--- config.mk ---
export PLATFORM = sky130hd
export DESIGN_NAME = leg_solver
export DESIGN_NICKNAME = d
export VERILOG_FILES = /design/src/rtl/leg_solver_pkg.sv /design/src/rtl/leg_solver_seq_squarer.sv /design/src/rtl/leg_solver.sv
export SDC_FILE = /design/constraint.sdc
export NUM_CORES = 1
export LEC_CHECK = 0
export BUFFER_PORTS_ARGS = -buffer_cell sky130_fd_sc_hd__buf_4
export CAP_MARGIN = 5
export CORE_MARGIN = 8
export CORE_UTILIZATION = 29
export CTS_CLUSTER_SIZE = 28
export DETAILED_ROUTE_END_ITERATION = 6
export GPL_TIMING_DRIVEN = 0
export SYNTH_ARGS = -nofsm -noshare
export SYNTH_HDL_FRONTEND = slang
export SYNTH_SLANG_ARGS = --single-unit
export TNS_END_PERCENT = 50
--- constraint.sdc ---
create_clock -name clk -period 2.25 [get_ports clk]
set_input_delay 0.1125 -clock clk [delete_from_list [all_inputs] [get_ports clk]]
set_output_delay 0.1125 -clock clk [all_outputs]
set_load 0.01 [all_outputs]
--- src/rtl/leg_solver_pkg.sv ---
// Shared definitions for the leg solver: default width, fixed latency and
// the controller state encoding.
package leg_solver_pkg;

   localparam int W_DEFAULT = 8;

   // Cycles from the accept edge to the cycle in which done is high.
   localparam int LATENCY = 3 * W_DEFAULT + 2;

   typedef enum logic [2:0] {
      IDLE,
      SQ_R,
      SQ_X,
      SUB,
      ROOT,
      DONE
   } state_t;

endpackage

--- src/rtl/leg_solver_seq_squarer.sv ---
// Sequential shift-add squarer. The load cycle folds in multiplier bit 0,
// so a W-bit square needs the load plus W-1 step cycles. The product is
// held while neither load nor step is asserted.
module seq_squarer #(
   parameter int W = 8
) (
   input  logic           clk,
   input  logic           rst_n,
   input  logic           load,
   input  logic           step,
   input  logic [W-1:0]   operand,
   output logic [2*W-1:0] product
);

   logic [2*W-1:0] mcand_reg;
   logic [W-1:0]   mplier_reg;
   logic [2*W-1:0] acc_reg;

   // Shift-add accumulation, one multiplier bit per cycle, LSB first.
   always_ff @(posedge clk or negedge rst_n) begin
      if (!rst_n) begin
         mcand_reg  <= '0;
         mplier_reg <= '0;
         acc_reg    <= '0;
      end else if (load) begin
         mcand_reg  <= {{(W-1){1'b0}}, operand, 1'b0};
         mplier_reg <= {1'b0, operand[W-1:1]};
         acc_reg    <= operand[0] ? {{W{1'b0}}, operand} : '0;
      end else if (step) begin
         if (mplier_reg[0]) begin
            acc_reg <= acc_reg + mcand_reg;
         end
         mcand_reg  <= {mcand_reg[2*W-2:0], 1'b0};
         mplier_reg <= {1'b0, mplier_reg[W-1:1]};
      end
   end

   assign product = acc_reg;

endmodule

--- src/rtl/leg_solver.sv ---
// Leg solver: y = floor(sqrt(r*r - x*x)) with a fixed-latency iterative
// datapath. One squarer is reused for r then x; the restoring square root
// lives here. x > r flags err and yields y = 0 without shortening latency.
module leg_solver
   import leg_solver_pkg::*;
#(
   parameter int W = W_DEFAULT
) (
   input  logic         clk,
   input  logic         rst_n,
   input  logic         start,
   input  logic [W-1:0] r_in,
   input  logic [W-1:0] x_in,
   output logic [W-1:0] y_out,
   output logic         done,
   output logic         busy,
   output logic         err
);

   localparam int CW = (W > 1) ? $clog2(W) : 1;

   state_t         state_reg, state_next;
   logic [CW-1:0]  cnt_reg, cnt_next;
   logic           cnt_last;

   logic           sq_load, sq_step;
   logic [W-1:0]   sq_operand;
   logic [2*W-1:0] sq_product;

   logic [W-1:0]   x_reg;
   logic [2*W-1:0] rsq_reg;
   logic [2*W-1:0] d_reg;
   logic [W+1:0]   rem_reg;
   logic [W-1:0]   root_reg;
   logic           err_flag_reg;
   logic [W-1:0]   y_reg;
   logic           err_reg;
   logic           done_reg;

   logic [1:0]     pair;
   logic [W+3:0]   rem_pair;
   logic [W+3:0]   sub_val;
   logic           trial_ok;
   logic [W+1:0]   trial;

   assign cnt_last = (cnt_reg == CW'(W - 1));

   // In IDLE the squarer is fed straight from r_in so that the accept edge
   // also performs the first squaring step; x is reloaded from its latch.
   assign sq_operand = (state_reg == SQ_R) ? x_reg : r_in;

   seq_squarer #(.W(W)) u_sq (
      .clk     (clk),
      .rst_n   (rst_n),
      .load    (sq_load),
      .step    (sq_step),
      .operand (sq_operand),
      .product (sq_product)
   );

   // Restoring sqrt trial: bring down the next pair and test against 4*root+1.
   assign pair     = d_reg[2*W-1 -: 2];
   assign rem_pair = {rem_reg, pair};
   assign sub_val  = {2'b00, root_reg, 2'b01};
   assign trial_ok = (rem_pair >= sub_val);
   assign trial    = rem_pair[W+1:0] - sub_val[W+1:0];

   // Controller state and phase counter.
   always_ff @(posedge clk or negedge rst_n) begin
      if (!rst_n) begin
         state_reg <= IDLE;
         cnt_reg   <= '0;
      end else begin
         state_reg <= state_next;
         cnt_reg   <= cnt_next;
      end
   end

   // Next-state sequencing and squarer control.
   always_comb begin
      state_next = state_reg;
      cnt_next   = cnt_reg;
      sq_load    = 1'b0;
      sq_step    = 1'b0;
      case (state_reg)
         IDLE: begin
            if (start) begin
               state_next = SQ_R;
               cnt_next   = '0;
               sq_load    = 1'b1;
            end
         end
         SQ_R: begin
            if (cnt_last) begin
               state_next = SQ_X;
               cnt_next   = '0;
               sq_load    = 1'b1;
            end else begin
               sq_step  = 1'b1;
               cnt_next = cnt_reg + 1'b1;
            end
         end
         SQ_X: begin
            if (cnt_last) begin
               state_next = SUB;
               cnt_next   = '0;
            end else begin
               sq_step  = 1'b1;
               cnt_next = cnt_reg + 1'b1;
            end
         end
         SUB: begin
            state_next = ROOT;
            cnt_next   = '0;
         end
         ROOT: begin
            if (cnt_last) begin
               state_next = DONE;
               cnt_next   = '0;
            end else begin
               cnt_next = cnt_reg + 1'b1;
            end
         end
         DONE: begin
            state_next = IDLE;
         end
         default: begin
            state_next = IDLE;
            cnt_next   = '0;
         end
      endcase
   end

   // Operand latch, difference, square-root iteration and result registers.
   always_ff @(posedge clk or negedge rst_n) begin
      if (!rst_n) begin
         x_reg        <= '0;
         rsq_reg      <= '0;
         d_reg        <= '0;
         rem_reg      <= '0;
         root_reg     <= '0;
         err_flag_reg <= 1'b0;
         y_reg        <= '0;
         err_reg      <= 1'b0;
         done_reg     <= 1'b0;
      end else begin
         done_reg <= 1'b0;
         case (state_reg)
            IDLE: begin
               if (start) begin
                  x_reg <= x_in;
               end
            end
            SQ_R: begin
               if (cnt_last) begin
                  rsq_reg <= sq_product;
               end
            end
            SUB: begin
               if (rsq_reg >= sq_product) begin
                  d_reg        <= rsq_reg - sq_product;
                  err_flag_reg <= 1'b0;
               end else begin
                  d_reg        <= '0;
                  err_flag_reg <= 1'b1;
               end
               rem_reg  <= '0;
               root_reg <= '0;
            end
            ROOT: begin
               d_reg <= {d_reg[2*W-3:0], 2'b00};
               if (trial_ok) begin
                  rem_reg <= trial;
               end else begin
                  rem_reg <= rem_pair[W+1:0];
               end
               root_reg <= {root_reg[W-2:0], trial_ok};
            end
            DONE: begin
               y_reg    <= root_reg;
               err_reg  <= err_flag_reg;
               done_reg <= 1'b1;
            end
            default: begin
            end
         endcase
      end
   end

   // Busy spans the whole operation including the cycle done is shown.
   assign busy  = (state_reg != IDLE) | done_reg;
   assign done  = done_reg;
   assign y_out = y_reg;
   assign err   = err_reg;

endmodule

==> flow_summary.toml <==
[placement]
dp_hpwl_microns = 10800
dp_slack_ns = -0.274
dp_cells = 980
gp_congestion = 0.821
port_buffers = 29

[floorplan]
die_w_microns = 167
io-pin-count = 30
rows = 55
die_area_sq_um = 27800
core_area_sq_um = 22500
die_height_microns = 167
start_util_pct = 29.3

[clock_network]
cts_max_path_buffers = 2
clk_latency_ns = 0.42
tritoncts = "done"
cts_root_buf = "clkbuf_16"
clock_sinks = 113
cts_made_buffers = 17
htree_levels = 4
clk_pin_slew_worst_paths_ns = 0.06

[detailed_routing]
routed_wl_microns = 15700
drc = 0
drtAntennaViolNets = 0
vias = 5236
viasPerCell = 4.97
dr.pass1.iters = 5
wl_per_cell_microns = 14.9
drt_iter0_markers = 393

[power]
peakVddDrop_mv = 0.707
clkPwrFrac_pct = 16.8
p_per_area_nw_per_um2 = 1780
swShare_pct = 41.5
p_int_mw = 8.88
p_comb_share_pct = 59.2
netSwitchingPower_mw = 6.29
p_seq_share_pct = 24.0
p_leak_nw = 3.86

[global_route]
grt_pass1_vias = 5128
grt_max_degree = 77
grt_remaining_overflow = 0
grt_pass1_wl_microns = 25700
antenna_found_initial = 0
grtUsageTotal_pct = 11.3

[synth]
yosysUniqueCellTypes = 63
synth-edff-count = 0
syn_inst = 665
synth_nets = 728
ys_warn_count = 0
syn_area_sq_um = 6590
syn_avg_cell_area_sq_um = 9.91
synth_ff_type = "dfrtp_1"
ys_seq_elements = 113
synth-async-reset-ratio_pct = 100
synth-seq-area-share_pct = 42.9

[layout]
stdcell_count = 1054
layout-drive-gt1-share_pct = 27.7
diodes = 0
final_net_count = 819
post-route-util_pct = 37.9
mostFrequentLayoutCell = "dfrtp_1"
area_delta_synth_final_pct = 29.5
nFillCells = 2213
layout_common_cells = "105 x dfrtp_1, 63 x buf_4, 48 x nand2_1, 42 x nor2_1, 38 x inv_1"
regArea_sq_um = 2840
multi_input_area_sq_um = 3870

[outcome]
violations = "negative setup slack"
status = "finished with violations"

[setup_path]
cp_top_family = "compound AO/OA/AOI/OAI gates"
crit_required_ns = 2.54
crit_type = "reg2reg"
crit_path_end_kind = "register"
max_stage_delay_ns = 0.44
path_cells = "inv_2 -> ha_4 -> nor2b_4 -> o2111ai_2 -> nand4_1 -> a221o_1 -> o31a_1 -> xnor2_1 -> o21ai_1"
critPathArrivalTime_ns = 2.63
crit_fanout = 4
cp-start-kind = "register"
slowest_stage = "dfrtp_2"
crit_buf_inv = 1

[timing]
hold_viol = 0
rsz0062_at_grt = "true"
final-setup-viol-count = 2
fin_skew_ns = 0.00948
holdWs_ns = 0.0584
fin_ws_ns = -0.0829
final.min_clock_period_ns = 2.33
slew_violations = 0
fmax_mhz = 429
worstMarginPinSlew_ns = 0.525
slew_headroom_pct = 65.0
min_period_over_period_pct = 104

[run]
max_cap_violations = 0

[min_path]
hold_path_class = "in2reg"
[stage by stage]
step / area [sq um] / TNS (ns) / power (mW)
after floorplan: 6590 / 0 / 9.24
after CTS: 8120 / -0.0503 / 14.2
after global placement: 7160 / -2.63 / 10.9
final: 8540 / -0.108 / 15.2
after detailed placement: 7200 / -3.26 / 11.0
after global routing: 8540 / -0.853 / 16.3
[per-layer routing]
| metal | wire length (microns) | global-route usage, % |
|---|---|---|
| met1 | 7290 | 14.0 |
| met2 | 7730 | 18.8 |
| met3 | 535 | 2.98 |
| met4 | 196 | 3.45 |
| met5 | 0 | 0 |
[cell families after synthesis]
family / synth area share [%]
muxes: 7.44
and+or+nand+nor: 11.7
xor gates and xnor gates: 4.39
AOI/OAI and AO/OA: 20.4
buffers and inverters: 4.58
DFF: 42.9
adders and majority gates: 8.58
[timing repair]
action | in CTS | in global routing
gates resized for setup | 39 | 48
hold endpoints to repair | 45 | 0
pin swaps | 17 | 31
gates cloned | 1 | 0
hold buffers | 9 | 0
setup buffers | 9 | 23
setup endpoints to repair | 32 | 47
[synth_stat cells, types with 3 or more instances]
master	count	area (sq um)
and3_1	5	31.3
xnor2_1	15	131
a22oi_1	6	45.0
o21a_1	12	90.1
clkbuf_1	5	18.8
mux2_2	24	270
buf_2	16	80.1
o21ai_1	18	90.1
o211ai_1	6	45.0
nand2b_1	10	62.6
nor3_1	6	30.0
a21o_1	13	97.6
o31a_1	3	26.3
o22ai_1	15	93.8
a21oi_1	41	205
dfrtp_1	113	2830
xor2_1	18	158
o21ai_0	26	130
ha_1	42	526
or3_1	4	25.0
a32oi_1	3	26.3
a222oi_1	10	100
nor2_1	42	158
o31ai_1	4	30.0
nor2b_1	13	81.3
nand2_1	49	184
o21bai_1	3	22.5
inv_1	47	176
a31oi_1	3	18.8
nand3_1	8	40.0
nand4_1	3	18.8
a221o_1	8	80.1
a211oi_1	9	67.6
mux2i_1	22	220
[worst min-delay path: cells and delay by family]
kind            cells  cell delay [ns]
buf+inv             1             0.08
mux                 1             0.09
compound gates      1             0.14
[worst paths after layout]
path	end	cells past startpoint	slack, ns	from
worst max-delay path	d_reg[15]	9	-0.08	u_sq.product[1]
worst min-delay path	u_sq.mplier_reg[5]	3	0.06	r_in[6]
worst max register to register	d_reg[15]	9	-0.08	u_sq.product[1]
worst min register to register	y_out[2]	2	0.48	y_out[2]
max in group asynchronous	u_sq.product[7]	3	1.35	rst_n
min in group asynchronous	err	2	0.16	rst_n
[power groups by stage]
stage	Clock [mW]	Combinational [mW]	Sequential, mW
global placement	0	7.33	3.55
CTS	2.60	8.03	3.58
detailed placement	0	7.42	3.58
global route	2.69	9.85	3.76
finish	2.55	8.98	3.64
floorplan	0	5.83	3.41
[layout make-up]
type | instances | share of cell area [%]
Clock inverter | 11 | 1.25
Clock buffer | 21 | 5.39
Timing Repair Buffer | 72 | 6.85
Inverter | 49 | 2.15
Sequential cell | 113 | 33.2
Multi-Input combinational cell | 479 | 45.4
Tap cell | 285 | 4.18
Buffer | 24 | 1.57
(Power assumes the default switching activity.)
